===== config.mk =====
export PLATFORM = sky130hd
export DESIGN_NAME = input_conditioner
export DESIGN_NICKNAME = d
export VERILOG_FILES = /design/src/rtl/ctl_pkg.sv /design/src/rtl/debounce_ch.sv /design/src/rtl/input_conditioner.sv
export SDC_FILE = /design/constraint.sdc
export NUM_CORES = 1
export LEC_CHECK = 0
export ABC_AREA = 0
export ABC_CLOCK_PERIOD_IN_PS = 1200
export CAP_MARGIN = 20
export CORE_MARGIN = 5
export CORE_UTILIZATION = 31
export DETAILED_ROUTE_END_ITERATION = 10
export GPL_TIMING_DRIVEN = 0
export SYNTH_ARGS = -nofsm -noshare
export SYNTH_HDL_FRONTEND = slang
export SYNTH_HIERARCHICAL = 1
export SYNTH_SLANG_ARGS = --single-unit

===== constraint.sdc =====
create_clock -name clk -period 1.2 [get_ports clk]
set_input_delay 0.24 -clock clk [delete_from_list [all_inputs] [get_ports clk]]
set_output_delay 0.24 -clock clk [all_outputs]
set_load 0.01 [all_outputs]

===== src/rtl/ctl_pkg.sv =====
// ctl_pkg: constants shared between the control datapath and its input front end
package ctl_pkg;
  localparam int DEFAULT_DEBOUNCE_CYCLES = 4;
endpackage


===== src/rtl/debounce_ch.sv =====
// debounce_ch: two-flop synchroniser, debounce counter and registered rising-edge pulse
module debounce_ch
  import ctl_pkg::*;
#(
  parameter int DEBOUNCE_CYCLES = DEFAULT_DEBOUNCE_CYCLES,
  parameter int CNT_W = $clog2(DEBOUNCE_CYCLES + 1)
) (
  input  logic clk,
  input  logic clear,
  input  logic raw,
  output logic level,
  output logic rise
);
  localparam logic [CNT_W-1:0] LAST = CNT_W'(DEBOUNCE_CYCLES - 1);
  logic sync1_q, sync2_q, stable_q, stable_d, rise_q, rise_d;
  logic [CNT_W-1:0] cnt_q, cnt_d;
  // count consecutive disagreeing samples; adopt the new level on the last one
  always_comb begin
    stable_d = (sync2_q != stable_q && cnt_q == LAST) ? sync2_q : stable_q;
    cnt_d    = (sync2_q == stable_q || cnt_q == LAST) ? '0 : cnt_q + 1'b1;
    rise_d   = stable_d & ~stable_q;
  end
  // state registers, cleared asynchronously
  always_ff @(posedge clk or negedge clear) begin
    if (!clear) begin
      sync1_q  <= 1'b0;
      sync2_q  <= 1'b0;
      stable_q <= 1'b0;
      cnt_q    <= '0;
      rise_q   <= 1'b0;
    end else begin
      sync1_q  <= raw;
      sync2_q  <= sync1_q;
      stable_q <= stable_d;
      cnt_q    <= cnt_d;
      rise_q   <= rise_d;
    end
  end
  assign level = stable_q;
  assign rise  = rise_q;
endmodule


===== src/rtl/input_conditioner.sv =====
// input_conditioner: synchronises and debounces raw start/qualify inputs into S pulse and X level
module input_conditioner
  import ctl_pkg::*;
#(
  parameter int DEBOUNCE_CYCLES = DEFAULT_DEBOUNCE_CYCLES,
  parameter int CNT_W = $clog2(DEBOUNCE_CYCLES + 1)
) (
  input  logic clk,
  input  logic clear,
  input  logic raw_start,
  input  logic raw_x,
  output logic S,
  output logic X,
  output logic start_level
);
  logic x_rise_unused;
  debounce_ch #(.DEBOUNCE_CYCLES(DEBOUNCE_CYCLES), .CNT_W(CNT_W)) u_start (
    .clk(clk), .clear(clear), .raw(raw_start), .level(start_level), .rise(S)
  );
  debounce_ch #(.DEBOUNCE_CYCLES(DEBOUNCE_CYCLES), .CNT_W(CNT_W)) u_x (
    .clk(clk), .clear(clear), .raw(raw_x), .level(X), .rise(x_rise_unused)
  );
endmodule


* After elaboration in Yosys (flattened, before gate mapping)
Index checks and enable logic that the tools add are counted.
** Operators by class
- Add/subtract/negate cells :: 2
- Eq/ne operators :: 6
- Mux-type cells :: 3
- Bitwise logic cells :: 2
- Reductions and logical operators :: 4
** Operator list (count)
- 3-bit by 1-bit adder with 3-bit output, second input constant :: 2
- 3-bit by 2-bit == test with 1-bit output, second input constant :: 2
- 3-bit two-way mux :: 2
- 1-bit == test :: 2
- 1-bit logical AND :: 2
- 1-bit logical OR :: 2
- 1-bit inequality test :: 2
- 1-bit bitwise AND :: 1
- 1-bit two-way mux :: 1
- 1-bit inverter :: 1
** Storage, ports and cells
- Register bits after elaboration :: 13
- Input bits :: 4
- Output and inout port bits :: 3
- Logic and storage cells :: 26

* Logic depth before layout (Yosys ltp)
- Depth after elaboration :: 4
- Depth in mapped cells :: 3
- Depth with buffers taken out :: 3

* By module
The synthesis kept the hierarchy.
** By module, submodules not included
- debounce_ch :: instances 2, cells an instance 16, area each 256.5 µm², seq. area each 175.2 µm²

* Worst setup path after synthesis
Ideal clock, no wire load.
- Kind :: register -> register
- From :: register u_start.cnt_q[0]
- To :: register u_start.stable_q (netlist: u_start/level)
- Setup time :: 125 ps
- Arrival :: 1041 ps
- Data required time :: 1075 ps
- Path slack :: 34 ps
- Cell stages (with the launch flop) :: 4
- Path buffers :: 0
- Period minus slack after synthesis :: 1166 ps
- Cell sequence :: dfrtp_1 -> ha_1 -> ha_1 -> mux2_2
** Between the ends
- Longest elaborated chain between the ends :: 3
** Ends and longest elaborated chain
- start, declared :: line debounce_ch.sv:16 : logic [CNT_W-1:0] cnt_q, cnt_d;
- start signal, assigned :: line debounce_ch.sv:35 : cnt_q <= cnt_d;
- 3-bit by 2-bit == test with 1-bit output :: line debounce_ch.sv:19 : stable_d = (sync2_q != stable_q && cnt_q == LAST) ? sync2_q : stable_q;
- 1-bit logical AND :: line debounce_ch.sv:19
- 1-bit two-way mux :: line debounce_ch.sv:19
- named net u_start.stable_d :: line debounce_ch.sv:15 : logic sync1_q, sync2_q, stable_q, stable_d, rise_q, rise_d;
- end signal, assigned :: line debounce_ch.sv:34 : stable_q <= stable_d;
- end, declared :: line debounce_ch.sv:15
The timed path passes the listed nets, and every way through them passes these cells.
A chain may end at the register's enable or synchronous reset.

* Worst setup path after layout
Ends and elaborated chain as after synthesis.

==> out/metrics.json <==
{
  "crit_required": {"value": 1.35, "unit": "ns"},
  "timing.critical_path.fanout_max": {"value": 5},
  "placed_cells_incl_taps": {"value": 52},
  "drive_above_1_share": {"value": 33.33, "unit": "%"},
  "ant_nets": {"value": 0},
  "relative_slew_margins": {"value": 63.71, "unit": "%"},
  "timing_worst_setup_path_type": {"value": "reg2reg"},
  "grt_pass1_wl": {"value": 1173, "unit": "um"},
  "cts_tree": {"value": "done"},
  "max_cap_check_violation_count": {"value": 0},
  "power": {"value": 1.310, "unit": "mW"},
  "synthCells": {"value": 30},
  "die_w": {"value": 49.27, "unit": "um"},
  "top_usage_layer": {"value": "met2"},
  "final-hold-violation-count": {"value": 0},
  "antenna_found_initial": {"value": 0},
  "rsz0062_at_grt": {"value": "no"},
  "critPathLaunchType": {"value": "flop"},
  "yosys_warnings": {"value": 6},
  "syn_area_per_cell": {"value": 15.93, "unit": "um^2"},
  "crit_slowest_cell": {"value": "dfrtp_1"},
  "grt_remaining_overflow": {"value": 0},
  "areaGrowthSynthToFinish": {"value": 32.20, "unit": "%"},
  "drt-vias-per-instance": {"value": 4.621},
  "timing.critical_path.to_type": {"value": "flop"},
  "holdCritPathClass": {"value": "in2async"},
  "boundaryPins": {"value": 7},
  "post_route_drc": {"value": 0},
  "rows": {"value": 14},
  "most-common-layout-cells": {"value": "13 x dfrtp_1, 4 x nor3_1, 3 x clkbuf_4, 3 x clkdlybuf4s50_1"},
  "routed_wl": {"value": 649, "unit": "um"},
  "irDropWorstVdd": {"value": 948.3, "unit": "uV"},
  "path_clk_slew": {"value": 0.07, "unit": "ns"},
  "combinational_share_of_power": {"value": 34.2, "unit": "%"},
  "highest_clock_rate": {"value": 861.0, "unit": "MHz"},
  "worst_case_clock_buffer_depth": {"value": 2},
  "final_common_cell": {"value": "dfrtp_1"},
  "worst_r2r_path_depth": {"value": 3},
  "net-switching-power": {"value": 0.3651, "unit": "mW"},
  "design.final.nets": {"value": 51},
  "fillerInstances": {"value": 130},
  "ctsHtreeMaxLevel": {"value": 1},
  "cts-buffers-inserted": {"value": 3},
  "avgRoutedWirePerCell": {"value": 11.19, "unit": "um"},
  "worst-endpoint-arrival": {"value": 1.31, "unit": "ns"},
  "finalCriticalPeriod": {"value": 1.161, "unit": "ns"},
  "post-route-period-util": {"value": 96.79, "unit": "%"},
  "seq_power_share": {"value": 47.1, "unit": "%"},
  "internal_power": {"value": 0.9449, "unit": "mW"},
  "grt.met3_usage": {"value": 2.141, "unit": "%"},
  "dp_hpwl": {"value": 516.4, "unit": "um"},
  "timing.critical_path.cells": {"value": "ha_2, ha_4, mux2_4"},
  "worstSkewPairLatency": {"value": 0.26, "unit": "ns"},
  "clockRootBuffer": {"value": "clkbuf_4"},
  "clock-sinks": {"value": 13},
  "first_iter_violations": {"value": 3},
  "met1_usage": {"value": 4.934, "unit": "%"},
  "finalSetupViolCount": {"value": 0},
  "use_met2": {"value": 11.37, "unit": "%"},
  "via_count": {"value": 268},
  "worst-slew-pin-transition": {"value": 0.5427, "unit": "ns"},
  "post-route-worst-setup-slack": {"value": 0.03858, "unit": "ns"},
  "synthesized_nets": {"value": 38},
  "slew_viol_final": {"value": 0},
  "port_buffers": {"value": 6},
  "hold_ws": {"value": 0.3310, "unit": "ns"},
  "minimum_setup_slack_among_reg_to_reg_paths": {"value": 0.04, "unit": "ns"},
  "outcome": {"value": "complete, no violations"},
  "grt.total_usage": {"value": 6.246, "unit": "%"},
  "clockPowerShare": {"value": 18.7, "unit": "%"},
  "power.leakage": {"value": 0.2822, "unit": "nW"},
  "antenna_cells_inserted": {"value": 0},
  "floorplan.die.height": {"value": 49.27, "unit": "um"},
  "final.setup_skew": {"value": 0.0003237, "unit": "ns"},
  "grt_start_max_net_pins": {"value": 14},
  "synthesis.area": {"value": 478.0, "unit": "um^2"},
  "gpl_wtd_cong": {"value": 0.7298},
  "firstDrtPassIters": {"value": 2},
  "design.die.area": {"value": 2427, "unit": "um^2"},
  "start_util": {"value": 32.10, "unit": "%"},
  "rr_startpoint": {"value": "u_start/cnt_q[0]$_DFF_PN0_"},
  "finalNonFillerCells": {"value": 58},
  "fin_tns_setup": {"value": 0, "unit": "ns"},
  "worst_r2r_endpoint": {"value": "u_start/level$_DFF_PN0_"},
  "grt_pass1_vias": {"value": 305},
  "crit_path_max_incr_delay": {"value": 0.38, "unit": "ns"},
  "placement.setup.worst_slack": {"value": -0.03083, "unit": "ns"},
  "p_per_area": {"value": 2073, "unit": "nW/um^2"},
  "core-area": {"value": 1489, "unit": "um^2"},
  "swShare": {"value": 27.87, "unit": "%"}
}
[metal layers]
layer	share of wire [%]	vias to the layer above	wire, um
met4	0	0	0
met3	4.6	0	30
met2	63	5	407
li1	-	127	-
met1	33	136	212
met5	0	-	0
[final cells by class]
type	instances	area (um^2)	share of cell area (%)
clock buffer	4	26.28	4.158
sequential	13	325.3	51.49
timing repair buffer	8	73.82	11.68
multi-input combinational	15	178.9	28.32
inverter	2	7.507	1.188
tap	16	20.02	3.168
[worst max path at each step]
stage,depth (start not counted),startpoint,slack [ns],to
detailed placement,3,u_start/cnt_q[0]$_DFF_PN0_,-0.03,u_start/level$_DFF_PN0_
finish,3,u_start/cnt_q[0]$_DFF_PN0_,0.04,u_start/level$_DFF_PN0_
global route,1,u_start/level$_DFF_PN0_,0.0006,start_level
global placement,3,u_start/cnt_q[0]$_DFF_PN0_,0.007,u_start/level$_DFF_PN0_
CTS,3,u_x/cnt_q[0]$_DFF_PN0_,0.0003,u_x/level$_DFF_PN0_
floorplan,3,u_start/cnt_q[0]$_DFF_PN0_,0.03,u_start/level$_DFF_PN0_
[per-stage QoR]
step,instance area (um^2),util [%]
floorplan,478.0,-
global placement,558.0,37.48
detailed placement,558.0,37.48
CTS,604.3,40.59
global route,631.9,42.44
finish,631.9,42.44
[registers in the layout, indices dropped and copies added (netlist names)]
name and cells:
u_start/cnt_q 3, u_start/level 1, u_start/rise 1, u_start/sync1_q 1
u_start/sync2_q 1, u_x/cnt_q 3, u_x/level 1, u_x/sync1_q 1
u_x/sync2_q 1
[power groups by stage]
stage | Combinational, mW | Sequential, mW | Clock [mW]
after CTS | 0.417 | 0.615 | 0.262
after detailed placement | 0.384 | 0.632 | 0
final | 0.448 | 0.617 | 0.245
after floorplan | 0.221 | 0.633 | 0
after global routing | 0.513 | 0.637 | 0.284
after global placement | 0.346 | 0.620 | 0
[repair_timing]
action	4_1_cts	5_1_grt
pin swaps	0	2
buffers inserted	1	1
hold buffers	0	0
setup endpoints to repair	5	3
resized for setup	7	5
[worst max-delay path, delay by kind of cell, from the launching register on]
family / cells / cell delay [ns]
mux: 1 / 0.30
fa+ha+maj: 2 / 0.37
flops: 1 / 0.38
Power figures use the tool's default switching activity.
